`config.mk`:
```
export PLATFORM = sky130hd
export DESIGN_NAME = ram_block_reader
export DESIGN_NICKNAME = d
export VERILOG_FILES = /design/src/rtl/ram_block_reader.sv
export SDC_FILE = /design/constraint.sdc
export NUM_CORES = 1
export LEC_CHECK = 0
export CAP_MARGIN = 20
export CORE_ASPECT_RATIO = 0.9
export CORE_MARGIN = 2
export CORE_UTILIZATION = 31
export CTS_CLUSTER_DIAMETER = 60
export DETAILED_ROUTE_END_ITERATION = 8
export PLACE_DENSITY = 0.57
export RECOVER_POWER = 50
export SKIP_LAST_GASP = 1
export SYNTH_ARGS = -nofsm -noshare
export SYNTH_HDL_FRONTEND = slang
export SYNTH_SLANG_ARGS = --single-unit
```
`constraint.sdc`:
```
create_clock -name clock -period 2.58 [get_ports clock]
set_input_delay 0.258 -clock clock [delete_from_list [all_inputs] [get_ports clock]]
set_output_delay 0.258 -clock clock [all_outputs]
set_load 0.02 [all_outputs]
```
`src/rtl/ram_block_reader.sv`:
```
// ram_block_reader: credit-limited streaming reader for a synchronous RAM read port.
// It walks a contiguous word range, captures q after the RAM latency into a
// small skid FIFO, and presents the words on a valid/ready stream.
// Optional build macro RDR_CHECKSUM_EN adds a modular sum of the delivered words.
module ram_block_reader #(
  parameter int unsigned ADDR_W     = 17,
  parameter int unsigned DATA_W     = 32,
  parameter int unsigned RD_LAT     = 1,
  parameter int unsigned FIFO_DEPTH = 4
) (
  input  logic              clock,
  input  logic              reset_n,
  input  logic              start,
  input  logic [ADDR_W-1:0] base_addr,
  input  logic [ADDR_W:0]   length,
  output logic              busy,
  output logic              done,
  output logic [ADDR_W-1:0] rdaddress,
  input  logic [DATA_W-1:0] q,
  output logic              m_valid,
  output logic [DATA_W-1:0] m_data,
  output logic              m_last,
  input  logic              m_ready,
  output logic [DATA_W-1:0] checksum
);

  // Word counters must hold 0..2^ADDR_W.
  localparam int unsigned LEN_W  = ADDR_W + 1;
  // Tag pipe covers the rdaddress register stage plus the RAM read latency.
  localparam int unsigned PIPE_D = RD_LAT + 1;
  localparam int unsigned PTR_W  = $clog2(FIFO_DEPTH);
  localparam int unsigned CNT_W  = PTR_W + 1;
  localparam int unsigned SUM_W  = CNT_W + 1;

  typedef enum logic [1:0] {
    IDLE  = 2'd0,
    RUN   = 2'd1,
    DRAIN = 2'd2,
    DONE  = 2'd3
  } state_t;

  state_t             state;
  state_t             state_d;

  logic [ADDR_W-1:0]  ptr;
  logic [ADDR_W-1:0]  ptr_d;
  logic [ADDR_W-1:0]  ptr_src;
  logic [LEN_W-1:0]   issue_cnt;
  logic [LEN_W-1:0]   issue_cnt_d;
  logic [LEN_W-1:0]   icnt_src;
  logic [LEN_W-1:0]   deliver_cnt;
  logic [LEN_W-1:0]   deliver_cnt_d;

  logic [PIPE_D-1:0]  pipe;
  logic [SUM_W-1:0]   inflight;

  logic [DATA_W-1:0]  mem [FIFO_DEPTH];
  logic [PTR_W-1:0]   wr_ptr;
  logic [PTR_W-1:0]   rd_ptr;
  logic [CNT_W-1:0]   fifo_cnt;
  logic [CNT_W-1:0]   fifo_cnt_d;

  logic               load;
  logic               issue;
  logic               push;
  logic               pop;
  logic               credit_ok;

  // Number of reads issued whose data has not yet reached the FIFO.
  always_comb begin
    inflight = '0;
    for (int i = 0; i < int'(PIPE_D); i++) begin
      inflight = inflight + SUM_W'(pipe[i]);
    end
  end

  // A tag leaving the pipe means q holds that read's word this cycle.
  assign push      = pipe[PIPE_D-1];
  assign pop       = m_valid & m_ready;
  assign credit_ok = (SUM_W'(fifo_cnt) + inflight) < SUM_W'(FIFO_DEPTH);

  // Next-state, issue decision and counter updates.
  always_comb begin
    state_d = state;
    load    = 1'b0;
    issue   = 1'b0;

    case (state)
      IDLE: begin
        if (start) begin
          load = 1'b1;
          if (length == '0) begin
            state_d = DONE;
          end else begin
            // FIFO and pipe are empty in IDLE, so the first read needs no credit check.
            state_d = RUN;
            issue   = 1'b1;
          end
        end
      end
      RUN: begin
        if (issue_cnt == '0) begin
          state_d = DRAIN;
        end else if (credit_ok) begin
          issue = 1'b1;
        end
      end
      DRAIN: begin
        if (deliver_cnt == '0) begin
          state_d = DONE;
        end
      end
      DONE: begin
        state_d = IDLE;
      end
      default: begin
        state_d = IDLE;
      end
    endcase

    ptr_src       = load ? base_addr : ptr;
    icnt_src      = load ? length : issue_cnt;
    ptr_d         = issue ? ptr_src + ADDR_W'(1) : ptr_src;
    issue_cnt_d   = issue ? icnt_src - LEN_W'(1) : icnt_src;
    deliver_cnt_d = load ? length
                  : (pop ? deliver_cnt - LEN_W'(1) : deliver_cnt);
    fifo_cnt_d    = fifo_cnt + CNT_W'(push) - CNT_W'(pop);
  end

  // Control state, counters, read issue and registered stream/status outputs.
  always_ff @(posedge clock or negedge reset_n) begin
    if (!reset_n) begin
      state       <= IDLE;
      ptr         <= '0;
      issue_cnt   <= '0;
      deliver_cnt <= '0;
      pipe        <= '0;
      rdaddress   <= '0;
      busy        <= 1'b0;
      done        <= 1'b0;
      m_valid     <= 1'b0;
      m_last      <= 1'b0;
    end else begin
      state       <= state_d;
      ptr         <= ptr_d;
      issue_cnt   <= issue_cnt_d;
      deliver_cnt <= deliver_cnt_d;
      pipe        <= {pipe[PIPE_D-2:0], issue};
      if (issue) begin
        rdaddress <= ptr_src;
      end
      busy        <= (state_d != IDLE);
      done        <= (state == DONE);
      m_valid     <= (fifo_cnt_d != '0);
      m_last      <= (fifo_cnt_d != '0) && (deliver_cnt_d == LEN_W'(1));
    end
  end

  // FIFO pointers and occupancy.
  always_ff @(posedge clock or negedge reset_n) begin
    if (!reset_n) begin
      wr_ptr   <= '0;
      rd_ptr   <= '0;
      fifo_cnt <= '0;
    end else begin
      if (push) begin
        wr_ptr <= wr_ptr + PTR_W'(1);
      end
      if (pop) begin
        rd_ptr <= rd_ptr + PTR_W'(1);
      end
      fifo_cnt <= fifo_cnt_d;
    end
  end

  // FIFO storage; contents are don't-care while the occupancy is zero.
  always_ff @(posedge clock) begin
    if (push) begin
      mem[wr_ptr] <= q;
    end
  end

  assign m_data = mem[rd_ptr];

`ifdef RDR_CHECKSUM_EN
  // Modular sum of every word accepted downstream for the current command.
  always_ff @(posedge clock or negedge reset_n) begin
    if (!reset_n) begin
      checksum <= '0;
    end else if (load) begin
      checksum <= '0;
    end else if (pop) begin
      checksum <= checksum + m_data;
    end
  end
`else
  assign checksum = '0;
`endif

endmodule
```
# --- Word level (Yosys, flattened, before mapping) ---
# Memories as Yosys holds them, arrays and structs flattened.
# Cells that the tools add are included.
# Widths: inputs -> output; s select.
op_classes:
  bitwise: 1
  mux: 20
  n_reduce_logical: 7
  n_eq_ne: 4
  n_addsub: 9
  n_lt_le_gt_ge: 1
op_table:
  columns: ["op", "n"]
  rows:
  - ["$mux 18", 4]
  - ["$logic_not 18->1", 3]
  - ["$sub 18x1->18 const B", 2]
  - ["$mux 17", 2]
  - ["$eq 18x1->1 const B", 1]
  - ["$add 17x1->17 const B", 1]
  - ["$mux 1", 8]
  - ["$mux 2", 4]
  - ["$pmux 2 s4", 1]
  - ["$add 2x1->2 const B", 2]
  - ["$add 3x2->4", 1]
  - ["$eq 2x2->1 const B", 2]
  - ["$lt 4x3->1 const B", 1]
  - ["$add 3x1->3", 1]
  - ["$reduce_bool 3->1", 1]
  - ["$sub 3x1->3", 1]
  - ["$add 1x1->2", 1]
  - ["$eq 2x1->1 const B", 1]
  - ["$logic_not 2->1", 1]
  - ["$pmux 1 s2", 1]
  - ["$reduce_bool 2->1", 1]
  - ["$and 1x1->1", 1]
  - ["$logic_and 1x1->1", 1]
totals:
  ram_bits: 128
  out_inout_bits: 85
  reg_bits: 85
  mem_count: 1
  wordCells: 56
memory_table:
  columns: ["name", "words", "width", "rd", "rd_ports_with_merged_regs", "write_ports", "line", "text"]
  rows:
  - ["mem", 4, 32, 1, 0, 1, "57", "logic [DATA_W-1:0] mem [FIFO_DEPTH];"]

# --- Longest topological paths before layout ---
depth:
  ltp_word: 7
  depth_mapped: 13

# --- Worst setup path after synthesis ---
# No wires, ideal clock.
synth_path:
  kind: "reg-to-reg"
  start: "register state[0]"
  end: "register ptr[10]"
  setup_slack_ns: -0.264
  path_buffers: 5
  setup_time_ns: 0.137
  required_time_ns: 2.443
  synth_period_minus_slack_ns: 2.844
  arrival_time_ns: 2.707
  stages_incl_launch_ff: 14
  cell_sequence: "dfrtp_1 -> clkbuf_1 -> nor3b_1 -> buf_2 -> buf_2 -> buf_2 -> buf_2 -> mux2i_1 -> inv_1 -> ha_1 -> nand2_1 -> nor4b_1 -> xnor2_1 -> mux2i_1"
synth_between:
  elab_chain_len: 5
  elab_cells_between_ends: 7
  classes_between: "add/sub: 1; eq/ne: 1; mux: 4; reduce/logical: 1"
synth_rtl:
  columns: ["element", "line", "text"]
  rows:
  - ["from (decl)", "42", "state_t state;"]
  - ["from (signal assigned)", "144", "state <= state_d;"]
  - ["$logic_not 2->1", "88", "case (state)"]
  - ["$mux 1", "88", null]
  - ["$mux 17", "121", "ptr_src = load ? base_addr : ptr;"]
  - ["net ptr_src[0]", "47", "logic [ADDR_W-1:0] ptr_src;"]
  - ["$add 17x1->17", "123", "ptr_d = issue ? ptr_src + ADDR_W'(1) : ptr_src;"]
  - ["$mux 17", "123", null]
  - ["net ptr_d[10]", "46", "logic [ADDR_W-1:0] ptr_d;"]
  - ["to (signal assigned)", "145", "ptr <= ptr_d;"]
  - ["to (decl)", "45", "logic [ADDR_W-1:0] ptr;"]
# The timed path passes the listed nets, and every way through them passes these cells.
# A chain may end at the register's enable or synchronous reset.

# --- Final worst setup path ---
layout_path:
  start: "register rd_ptr[0]"
  end: "output port m_data[0]"
layout_between:
  elab_chain_len: 1
layout_rtl:
  columns: ["element", "line", "text"]
  rows:
  - ["from (decl)", "59", "logic [PTR_W-1:0] rd_ptr;"]
  - ["from (signal assigned)", "170", "rd_ptr <= rd_ptr + PTR_W'(1);"]
  - ["$mem_v2 4x32", null, null]
  - ["to (decl)", "21", "output logic [DATA_W-1:0] m_data,"]
# No other way between the ends.

==> summary.md <==
| Metric | Value |
|---|---|
| Status | completed |
| GP Congestion | 0.864 |
| Clock Latency Late Sink | 0.53 ns |
| F_max | 0.401 GHz |
| Crit-path cells | buf_12 > mux4_2 > clkdlybuf4s50_1 |
| Sequential area share after synthesis | 62.0% |
| Top-area cell type share of the netlist area | 39.9% |
| Setup TNS | 0 ns |
| WL/cell | 16.8 µm |
| Post-Syn Area per Cell | 13.7 µm² |
| Static leakage | 4.74 nW |
| RSZ-0062 raised after global routing | yes |
| Most frequent cells in the layout | edfxtp_1, dfrtp_1, clkdlybuf4s50_1 |
| Min cycle time layout | 2.49 ns |
| DP Area | 11800 µm² |
| RR Endpoint | ptr[8] |
| Final #Nets | 987 |
| Placed Instances | 1281 |
| # fillers | 2890 |
| Dpl ws | -0.184 ns |
| Number of enable flip-flop cells after synthesis | 128 |
| Reg2Reg Depth | 8 |
| Hold Fails Final Rpt | 0 |
| WHS | 0.384 ns |
| Register bit total from synthesis | 213 |
| Pre-antenna DRT Iters | 5 |
| Final instance count without filler cells | 1333 |
| FP Rows | 61 |
| Num CTS Buffers | 26 |
| Final setup violation count | 0 |
| Port Buffer Count | 123 |
| Wirelength, routed | 22400 µm |
| Initial Utilization | 31.3% |
| CTS tree | built |
| Clk buf depth | 3 |
| R2R setup slack | 0.09 ns |
| Die Span Y | 171 µm |
| Worst vdd ir | 0.588 mV |
| Final Slew Violations | 0 |
| Worst Setup Start Kind | register |
| Power Density | 1120 nW/µm² |
| Largest net degree at the start of global routing | 39 |
| Grt total ovfl | 0 |
| Crit-path max FO | 22 |
| P_sw | 4.83 mW |
| First-pass GRT wire length | 35300 µm |
| Max stage delay on crit path | 0.55 ns |
| Via/cell ratio | 4.71 |
| Clock power frac | 24.7% |
| Slew HR | 1.03% |
| DP HPWL | 15500 µm |
| Area leader, netlist | edfxtp_1 |
| Worst path slowest cell | clkdlybuf4s50_1 |
| All-layer global routing usage | 13.8% |
| Flop pwr share | 36.5% |
| Crit path max-delay family | buffers and inverters |
| Worst EP arrival | 2.24 ns |
| Final worst slack | 0.0859 ns |
| Initial antenna violation count | 0 |
| H-tree lvl count | 1 |
| DR iter-0 viols | 343 |
| Area grow syn2layout | 31.9% |
| Fin area | 12700 µm² |
| Vias in the first global route | 6348 |
| Int Pwr | 9.43 mW |
| Distinct cells, synth | 60 |
| Placeable Area | 30800 µm² |
| WHS Endpoint | pipe[1] |
| Fin Clk Skew | 0.0188 ns |
| CTS clk-pin slew, worst paths | 0.06 ns |
| Gate count after technology mapping | 704 |
| Commonest register cell after synthesis | edfxtp_1 |
| Die ar. | 32500 µm² |
| WS Path Type | reg -> out |
| Worst hold path depth | 0 |
| Total number of vias | 6279 |
| Clk root buf | clkbuf_16 |
| Switching share of power | 33.9% |
| I/O pin total | 156 |
| Worst Path Buf+Inv | 2 |
| DRC violations left | 0 |
| Synth Warn # | 0 |
| Share of layout cells above drive strength 1 | 17.8% |
| Transition time of the tightest slew-check pin | 1.48 ns |
| Post-DRT Antenna Nets | 0 |
| Crit path required time | 2.32 ns |
| Largest cells by area after synthesis | edfxtp_1, dfrtp_1, mux4_2 |
| Fin crit share | 96.7% |
| Async SR Flop Fraction | 39.9% |
| Max-Cap Viols | 0 |
| Hold Crit Start | pipe[0] |
| Mapped Area | 9620 µm² |
| Die X | 190 µm |
| Commonest non-fill, non-tap cell in the layout | edfxtp_1 |
| CTS sink cnt | 213 |
| Gate power share | 38.8% |
| Hold crit path type | reg -> reg |
| CP Capture Type | output pin |
| Critical R2R Launch | issue_cnt[10] |
how the worst max path moves through the flow:
stage | start | cells past startpoint | slack, ns | to
6_report | rd_ptr[0] | 3 | 0.09 | m_data[0]
5_1_grt | pipe[0] | 8 | -0.04 | ptr[7]
4_1_cts | rd_ptr[0] | 3 | 0.002 | m_data[7]
3_5_place_dp | m_ready | 12 | -0.18 | m_last
3_3_place_gp | m_ready | 12 | -0.11 | m_last
2_1_floorplan | state[0] | 10 | 0.01 | issue_cnt[12]
registers in the layout, indices dropped and copies added, names as in the netlist:
signal and cells:
mem 128, deliver_cnt 18, issue_cnt 18, ptr 17, rdaddress 17, fifo_cnt 3, pipe 2, rd_ptr 2
state 2, wr_ptr 2, busy 1, done 1, m_last 1, m_valid 1
what timing repair did:
action	CTS	global route
hold buffers	1	0
pin swaps	0	2
resized for setup	3	19
hold endpoints to repair	24	0
setup endpoints to repair	13	35
gates cloned	0	0
setup buffers	0	2
synthesized netlist by cell type (3+ instances only):
| library cell | count |
|---|---|
| nand3b_1 | 4 |
| xnor2_1 | 27 |
| nand3_1 | 11 |
| ha_1 | 12 |
| mux4_2 | 32 |
| buf_4 | 32 |
| a31oi_1 | 9 |
| a21oi_1 | 23 |
| clkbuf_1 | 14 |
| and2_1 | 6 |
| a21boi_0 | 9 |
| inv_1 | 13 |
| o21a_1 | 3 |
| buf_1 | 5 |
| nor4_1 | 15 |
| edfxtp_1 | 128 |
| buf_2 | 10 |
| nor2_1 | 50 |
| o21ai_0 | 19 |
| nor3_1 | 26 |
| nand4_1 | 7 |
| dfrtp_1 | 85 |
| o211ai_1 | 3 |
| xor2_1 | 28 |
| mux2i_1 | 26 |
| nand4b_1 | 3 |
| nand2_1 | 54 |
| nor3b_1 | 3 |
| or4_1 | 3 |
| or3_1 | 4 |
per-layer routing:
metal | track usage [%] | part of all wire, % | vias up | wire length [µm]
li1 | - | - | 2952 | -
met1 | 19.7 | 47 | 3110 | 10500
met2 | 21.9 | 45 | 182 | 10200
met3 | 2.63 | 5.4 | 35 | 1220
met4 | 3.51 | 2.1 | 0 | 473
met5 | 0 | 0 | - | 0
power groups by stage:
stage / Combinational, mW / Sequential, mW / Clock, mW
after CTS: 5.65 / 5.22 / 3.66
after floorplan: 3.23 / 5.28 / 0
after detailed placement: 5.61 / 5.27 / 0
after global placement: 5.56 / 5.26 / 0
final: 5.53 / 5.21 / 3.53
after global routing: 6.07 / 5.32 / 3.79
cells by family after synthesis:
group                    Yosys count  synth area share, %
multiplexers                      58                 10.2
other                              1               0.0390
XOR/XNOR                          55                 5.01
buffers and inverters             77                 4.54
flip-flops                       213                 62.0
AND/OR/NAND/NOR                  206                 11.0
adder cells (fa/ha/maj)           13                 1.77
AO/OA/AOI/OAI                     81                 5.43
stage by stage:
step                      utilization [%]  power [mW]
after floorplan                         -        8.52
after global placement               38.3        10.8
after detailed placement             38.3        10.9
after CTS                            41.1        14.5
after global routing                 41.2        15.2
final                                41.3        14.3
layout make-up:
type                    count  area (µm²)  area share (%)
flip-flops and latches    213        5970            47.1
multi-input cells         445        3380            26.6
repair buffers            203        1930            15.2
clock buffers              34         691            5.44
well taps                 409         512            4.03
clock inverters            14         146            1.15
inverters                  14        52.6           0.414
diodes                      1        2.50          0.0197
No activity file was read; power rests on OpenSTA's default activity.
